<file path="config.mk">
export PLATFORM = sky130hd
export DESIGN_NAME = exe_mdu_stage
export DESIGN_NICKNAME = d
export VERILOG_FILES = /design/src/rtl/exe_mdu_stage.sv
export SDC_FILE = /design/constraint.sdc
export NUM_CORES = 1
export LEC_CHECK = 0
export ABC_AREA = 1
export BUFFER_PORTS_ARGS = -buffer_cell sky130_fd_sc_hd__buf_2
export CORE_ASPECT_RATIO = 0.5
export CORE_MARGIN = 2
export CORE_UTILIZATION = 53
export CTS_BUF_LIST = sky130_fd_sc_hd__clkbuf_16
export CTS_CLUSTER_SIZE = 30
export DETAILED_ROUTE_END_ITERATION = 10
export PLACE_DENSITY = 0.79
export SLEW_MARGIN = 15
export SYNTH_ARGS = -nofsm -noshare
export SYNTH_HDL_FRONTEND = slang
export SYNTH_SLANG_ARGS = --single-unit
</file>
<file path="constraint.sdc">
create_clock -name clk -period 4.1 [get_ports clk]
set_input_delay 1.025 -clock clk [delete_from_list [all_inputs] [get_ports clk]]
set_output_delay 1.025 -clock clk [all_outputs]
set_load 0.005 [all_outputs]
</file>
<file path="src/rtl/exe_mdu_stage.sv">
// exe_mdu_stage: EX stage with ALU, branch resolution, EX/MEM register and optional iterative MDU (enable with EXE_MDU_EN)
module exe_mdu_stage (
  input  logic        clk,
  input  logic        rst,
  input  logic        valid_in,
  input  logic [4:0]  Dest_in,
  input  logic [31:0] Reg2_in,
  input  logic [31:0] Val1_in,
  input  logic [31:0] Val2_in,
  input  logic [31:0] PC_in,
  input  logic [1:0]  Br_type_in,
  input  logic [3:0]  EXE_CMD_in,
  input  logic        MEM_R_EN_in,
  input  logic        MEM_W_EN_in,
  input  logic        WB_EN_in,
  output logic [31:0] ALU_result,
  output logic [31:0] Reg2_out,
  output logic [4:0]  Dest,
  output logic        MEM_R_EN,
  output logic        MEM_W_EN,
  output logic        WB_EN,
  output logic        Br_taken,
  output logic [31:0] Br_addr,
  output logic        stall
);
  logic [31:0] alu, res_sel, res_d, res_q, reg2_d, reg2_q;
  logic [4:0]  sh, dest_d, dest_q;
  logic        bubble, mr_d, mr_q, mw_d, mw_q, wb_d, wb_q;
  assign sh = Val2_in[4:0];
  // single-cycle ALU; unlisted codes (and MDU codes when the MDU is absent) give 0
  always_comb begin
    alu = EXE_CMD_in == 4'b0000 ? Val1_in + Val2_in :
          EXE_CMD_in == 4'b0010 ? Val1_in - Val2_in :
          EXE_CMD_in == 4'b0100 ? Val1_in & Val2_in :
          EXE_CMD_in == 4'b0101 ? Val1_in | Val2_in :
          EXE_CMD_in == 4'b0110 ? ~(Val1_in | Val2_in) :
          EXE_CMD_in == 4'b0111 ? Val1_in ^ Val2_in :
          EXE_CMD_in == 4'b1000 ? Val1_in << sh :
          EXE_CMD_in == 4'b1001 ? $unsigned($signed(Val1_in) >>> sh) :
          EXE_CMD_in == 4'b1010 ? Val1_in >> sh : 32'd0;
  end
  // branch decision and target, both combinational
  always_comb begin
    Br_taken = valid_in & (Br_type_in == 2'd1 ? Val1_in == 32'd0 :
                           Br_type_in == 2'd2 ? Val1_in != Reg2_in :
                           Br_type_in == 2'd3);
    Br_addr  = PC_in + {Val2_in[29:0], 2'b00};
  end
`ifdef EXE_MDU_EN
  localparam logic [1:0] IDLE = 2'd0, BUSY = 2'd1, DONE = 2'd2;
  logic [1:0]  state_d, state_q, op_d, op_q;
  logic [4:0]  cnt_d, cnt_q;
  logic [31:0] acc_d, acc_q, a_d, a_q, q_d, q_q, mdu_res;
  logic [32:0] rsh, rdiff;
  logic        is_mdu, accept;
  assign is_mdu  = EXE_CMD_in[3:2] == 2'b11 && EXE_CMD_in[1:0] != 2'b11;
  assign accept  = state_q == IDLE && valid_in && is_mdu;
  assign stall   = !rst && (accept || state_q == BUSY);
  assign mdu_res = op_q == 2'd1 ? q_q : acc_q;
  assign bubble  = state_q != DONE && (stall || !valid_in);
  assign res_sel = state_q == DONE ? mdu_res : alu;
  // restoring division: shift in the next dividend bit, subtract when the divisor fits;
  // a zero divisor always fits, giving all-ones quotient and the dividend as remainder
  assign rsh   = {acc_q, q_q[31]};
  assign rdiff = rsh - {1'b0, a_q};
  // FSM and one shift-add / divide step per BUSY cycle; operands captured only on accept
  always_comb begin
    state_d = state_q;
    cnt_d   = cnt_q;
    op_d    = op_q;
    acc_d   = acc_q;
    a_d     = a_q;
    q_d     = q_q;
    if (accept) begin
      state_d = BUSY;
      cnt_d   = 5'd0;
      op_d    = EXE_CMD_in[1:0];
      acc_d   = 32'd0;
      a_d     = Val2_in;
      q_d     = Val1_in;
    end else if (state_q == BUSY) begin
      cnt_d   = cnt_q + 5'd1;
      state_d = cnt_q == 5'd31 ? DONE : BUSY;
      acc_d   = op_q == 2'd0 ? acc_q + (q_q[0] ? a_q : 32'd0) :
                rdiff[32] ? rsh[31:0] : rdiff[31:0];
      a_d     = op_q == 2'd0 ? a_q << 1 : a_q;
      q_d     = op_q == 2'd0 ? q_q >> 1 : {q_q[30:0], ~rdiff[32]};
    end else if (state_q == DONE) begin
      state_d = IDLE;
    end
  end
  // FSM and datapath state
  always_ff @(posedge clk or posedge rst) begin
    if (rst) begin
      state_q <= IDLE;
      cnt_q   <= 5'd0;
      op_q    <= 2'd0;
      acc_q   <= 32'd0;
      a_q     <= 32'd0;
      q_q     <= 32'd0;
    end else begin
      state_q <= state_d;
      cnt_q   <= cnt_d;
      op_q    <= op_d;
      acc_q   <= acc_d;
      a_q     <= a_d;
      q_q     <= q_d;
    end
  end
`else
  assign stall   = 1'b0;
  assign bubble  = !valid_in;
  assign res_sel = alu;
`endif
  // next EX/MEM contents: a bubble clears every field
  always_comb begin
    res_d  = bubble ? 32'd0 : res_sel;
    reg2_d = bubble ? 32'd0 : Reg2_in;
    dest_d = bubble ? 5'd0 : Dest_in;
    mr_d   = !bubble && MEM_R_EN_in;
    mw_d   = !bubble && MEM_W_EN_in;
    wb_d   = !bubble && WB_EN_in;
  end
  // EX/MEM pipeline register
  always_ff @(posedge clk or posedge rst) begin
    if (rst) begin
      res_q  <= 32'd0;
      reg2_q <= 32'd0;
      dest_q <= 5'd0;
      mr_q   <= 1'b0;
      mw_q   <= 1'b0;
      wb_q   <= 1'b0;
    end else begin
      res_q  <= res_d;
      reg2_q <= reg2_d;
      dest_q <= dest_d;
      mr_q   <= mr_d;
      mw_q   <= mw_d;
      wb_q   <= wb_d;
    end
  end
  assign ALU_result = res_q;
  assign Reg2_out   = reg2_q;
  assign Dest       = dest_q;
  assign MEM_R_EN   = mr_q;
  assign MEM_W_EN   = mw_q;
  assign WB_EN      = wb_q;
endmodule

</file>
After elaboration in Yosys (flattened, before gate mapping)

Cells that the tools add are included.

Bits in registers: 72
Input bits: 145
Output and inout port bits: 106

Add/sub/neg operators: 3
Eq/ne operators: 12
Shift-type cells: 3
Mux-type cells: 14
Bitwise gates (word level): 5
Reduce and logical (&&, ||, !) cells: 5

Operator list:

| operator           | number |
|---|---|
| $mux 32            | 11 |
| $add 32x32->32     | 2 |
| $and 32x32->32     | 1 |
| $logic_not 32->1   | 1 |
| $ne 32x32->1       | 1 |
| $not 32->32        | 1 |
| $or 32x32->32      | 1 |
| $shl 32x5->32      | 1 |
| $shr 32x5->32      | 1 |
| $sshr 32x5->32     | 1 |
| $sub 32x32->32     | 1 |
| $xor 32x32->32     | 1 |
| $eq 4x3->1 const B | 4 |
| $eq 4x4->1 const B | 3 |
| $mux 5             | 1 |
| $eq 2x2->1 const B | 2 |
| $eq 4x2->1 const B | 1 |
| $logic_not 4->1    | 1 |
| $logic_and 1x1->1  | 3 |
| $eq 2x1->1 const B | 1 |
| $mux 1             | 2 |
| $and 1x1->1        | 1 |

Depth between registers and ports, before layout

Word-level depth: 11
Mapped depth: 19
Depth with buffers taken out: 17

Least setup slack after synthesis

OpenSTA, ideal clock, no wires.

Path kind: input to output
Start: input port Val2_in[1]
End: output port Br_addr[20]
Data arrival time: 3.079 ns
Data required time: 3.075 ns
Slack: -0.004 ns
Cell stages on the path: 14
Buffers on the path: 3
Cells stage by stage: buf_2 > inv_2 > buf_2 > buf_2 > fa_1 > o21ai_1 > nand2_1 > nand3_1 > nand2_1 > nand2_1 > a21oi_1 > o21ai_1 > a21oi_1 > xnor2_1

Word-level cells in the longest chain between the ends: 1

Ends and longest elaborated chain:

| element            | RTL line | RTL |
|---|---|---|
| start: declaration | 9        | `input logic [31:0] Val2_in,` |
| $add 32x32->32     | 47       | `Br_addr = PC_in + {Val2_in[29:0], 2'b00};` |
| end: declaration   | 23       | `output logic [31:0] Br_addr,` |

No other way between the ends.

Final worst setup path

Start: input port Val2_in[12]
End: output port Br_addr[31]

Same word-level chain as after synthesis.

==> results_dict.tcl <==
set metrics [dict create \
    globalRoute.busiestLayer "met2" \
    timing.critical_path.fanout_max 3 \
    holdCritPathClass "input port to asynchronous set/reset pin" \
    floorplan.initialDensity 0.540 \
    detail-route-antenna-nets 0 \
    grt.met2_usage 0.686 \
    leading_cell_types_by_total_area_after_synthesis "nand2_1, nand3_1, dfrtp_1, ha_1, inv_1" \
    yosys.cell_count.top_type "nand2_1" \
    postSynth.topFlopCell "dfrtp_1" \
    outcome "complete, no violations" \
    end_kind "output port" \
    root_buffer "clkbuf_16" \
    area.growth.synth_to_final_pct 15.4 \
    synth_area_leader "nand2_1" \
    power_density_mw_per_mm2 222 \
    die_h_um 120 \
    final_hold_viol_count 0 \
    netlist_area_mm2 0.0143 \
    dieWidth_um 236 \
    io_pins 251 \
    share_of_cells_above_drive_strength_1 0.163 \
    holdWs_ps 767 \
    slew_headroom 0.474 \
    synthTopCellsByCount "nand2_1, nand3_1, inv_1, a21oi_1, nor2_1" \
    final_max_slew_viol_count 0 \
    fin_crit_sh 0.970 \
    synth_compound_gate_area_share 0.166 \
    dieArea_mm2 0.0284 \
    finalWirelength_mm 71.1 \
    synthAdderAreaFrac 0.113 \
    synthDistinctLibCells 54 \
    grt_overflow_total 0 \
    total_leakage_power_nw 9.04 \
    yosys_warnings 0 \
    synth-seq-area-share 0.126 \
    first_pass_grt_wire_length_mm 103 \
    required_ps 3070 \
    drt_iter0_drc 2969 \
    final_nets 3047 \
    multi_input_area_mm2 0.0108 \
    worst_case_clock_buffer_depth 2 \
    maximum_number_of_pins_on_one_net_before_global_route_repair 71 \
    post_synth_mux_area_share 0 \
    synth-async-reset-ratio 1.00 \
    vdd.ir_drop.worst_v 0.000232 \
    route.vias.total 19500 \
    vias_per_std_cell 6.21 \
    synth_top_family_by_area "simple AND/OR/NAND/NOR gates" \
    place_congestion 1.13 \
    port_buffers 245 \
    placement_rows 42 \
    clock_sink_count 72 \
    fmax_mhz 251 \
    layout_min_cycle_time_ps 3980 \
    post_synth_edffs 0 \
    timing.final.setup_violations 0 \
    filler_cell_count 2710 \
    final_util 0.623 \
    htree_levels 3 \
    grt.total_usage 0.482 \
    yosys.area_share.xor_xnor 0.0306 \
    fp.coreArea_mm2 0.0265 \
    detailed_place_hpwl_mm 56.9 \
    clk_transition_reported_paths_ps 70 \
    synth_nets 2814 \
    worst-slew-pin-transition_ps 788 \
    cap_violations 0 \
    post-route-worst-setup-slack_ps 122 \
    globalRouteMet3Util 0.182 \
    cts_buffers 9 \
    postSynthAreaPerCell_um2 5.63 \
    tritoncts "built" \
    syn-instance-count 2541 \
    grt.met1_usage 0.641 \
    grt_pass1_vias 17200 \
    netlist.area_leader.share 0.193 \
    worst-setup-path-type "input port to output port" \
    arrival_time_at_the_worst_endpoint_ps 2950 \
    routedWlPerCell_um 22.7 \
    ff_latch_area_mm2 0.00180 \
    drcViolationCount 0 \
    synth-simple-area-share 0.439 \
    dp_worst_setup_slack_ps -36.2 \
    crit_path_start_kind "input port" \
    post_synthesis_sequential_element_count 72 \
    antenna_found_initial 7 \
    drt_pre_antenna_iters 8 \
]
-- power breakdown --
| part | internal, mW | leakage, nW | switching [mW] |
|---|---|---|---|
| clock network | 0.476 | 0.146 | 0.341 |
| registers | 0.755 | 0.944 | 0.0116 |
| logic | 0.668 | 7.95 | 1.42 |
-- worst max-delay path by stage --
stage | startpoint | to | slack (ps) | cells after the start
CTS | Val2_in[0] | Br_addr[28] | 20 | 15
finish | Val2_in[12] | Br_addr[31] | 120 | 15
detailed placement | Val2_in[2] | Br_addr[31] | -40 | 14
floorplan | Val2_in[1] | Br_addr[20] | 8 | 14
global route | Val2_in[8] | Br_addr[31] | -10 | 15
global placement | Val2_in[2] | Br_addr[23] | 30 | 12
-- state kept, by name, indices dropped and copies added (netlist names) --
name,count
MEM_W_EN,1
Dest,5
MEM_R_EN,1
Reg2_out,32
WB_EN,1
ALU_result,32
-- layout by cell type (no fill, tap or decap), types with 53 or more instances in the layout --
cell type and count:
nand2_1 734, o21ai_0 103, ha_1 119, nor2_1 154
buf_2 245, inv_1 297, buf_4 85, a21oi_1 187
dfrtp_1 72, nand4_1 53, nand3_1 398
-- timing repair --
action,4_1_cts,5_1_grt
resized for setup,2,22
buffers inserted,0,4
setup endpoints to repair,3,11
pin swaps,0,4
hold buffers,0,0
-- worst max-delay path, cell delays in order --
cell and delay, ps:
buf_2 120, ha_1 340, a21oi_2 170, inv_1 70
a31oi_1 140, o21ai_1 90, buf_4 150, nand2_1 70
nand4_1 150, nand2_1 100, nand2_1 110, nand2_1 80
nand2_1 60, xor2_1 140, buf_2 130
-- routing by layer --
metal	share of wire	up-vias
met3	0.17	288
met2	0.39	1577
met4	0.053	4
met1	0.38	8785
met5	0.00039	-
li1	-	8843
-- cells by family (layout without fill, tap and decap cells) --
group	count (synthesis)	in the layout
simple gates	1435	1435
flops	72	72
other cells	1	8
compound gates	424	424
xor+xnor	50	50
buf+inv	431	669
fa+ha+maj	128	128
-- final cells by class --
type,count,share of cell area
diodes,7,0.00106
clock buffers,9,0.0136
clock inverters,7,0.00470
inverters,322,0.0737
multi-input cells,2038,0.657
flip-flops and latches,72,0.109
well taps,352,0.0267
repair buffers,331,0.114
-- per-stage QoR --
stage | total power, mW | cell area (µm²) | TNS, ps | std cells
after floorplan | 1.96 | 14300 | 0 | 2541
after global placement | 2.71 | 16000 | 0 | 3111
after detailed placement | 2.72 | 16000 | -64.7 | 3111
after CTS | 3.54 | 16400 | 0 | 3127
after global routing | 3.84 | 16500 | -12.5 | 3133
final | 3.67 | 16500 | 0 | 3138
(Power assumes the default switching activity.)
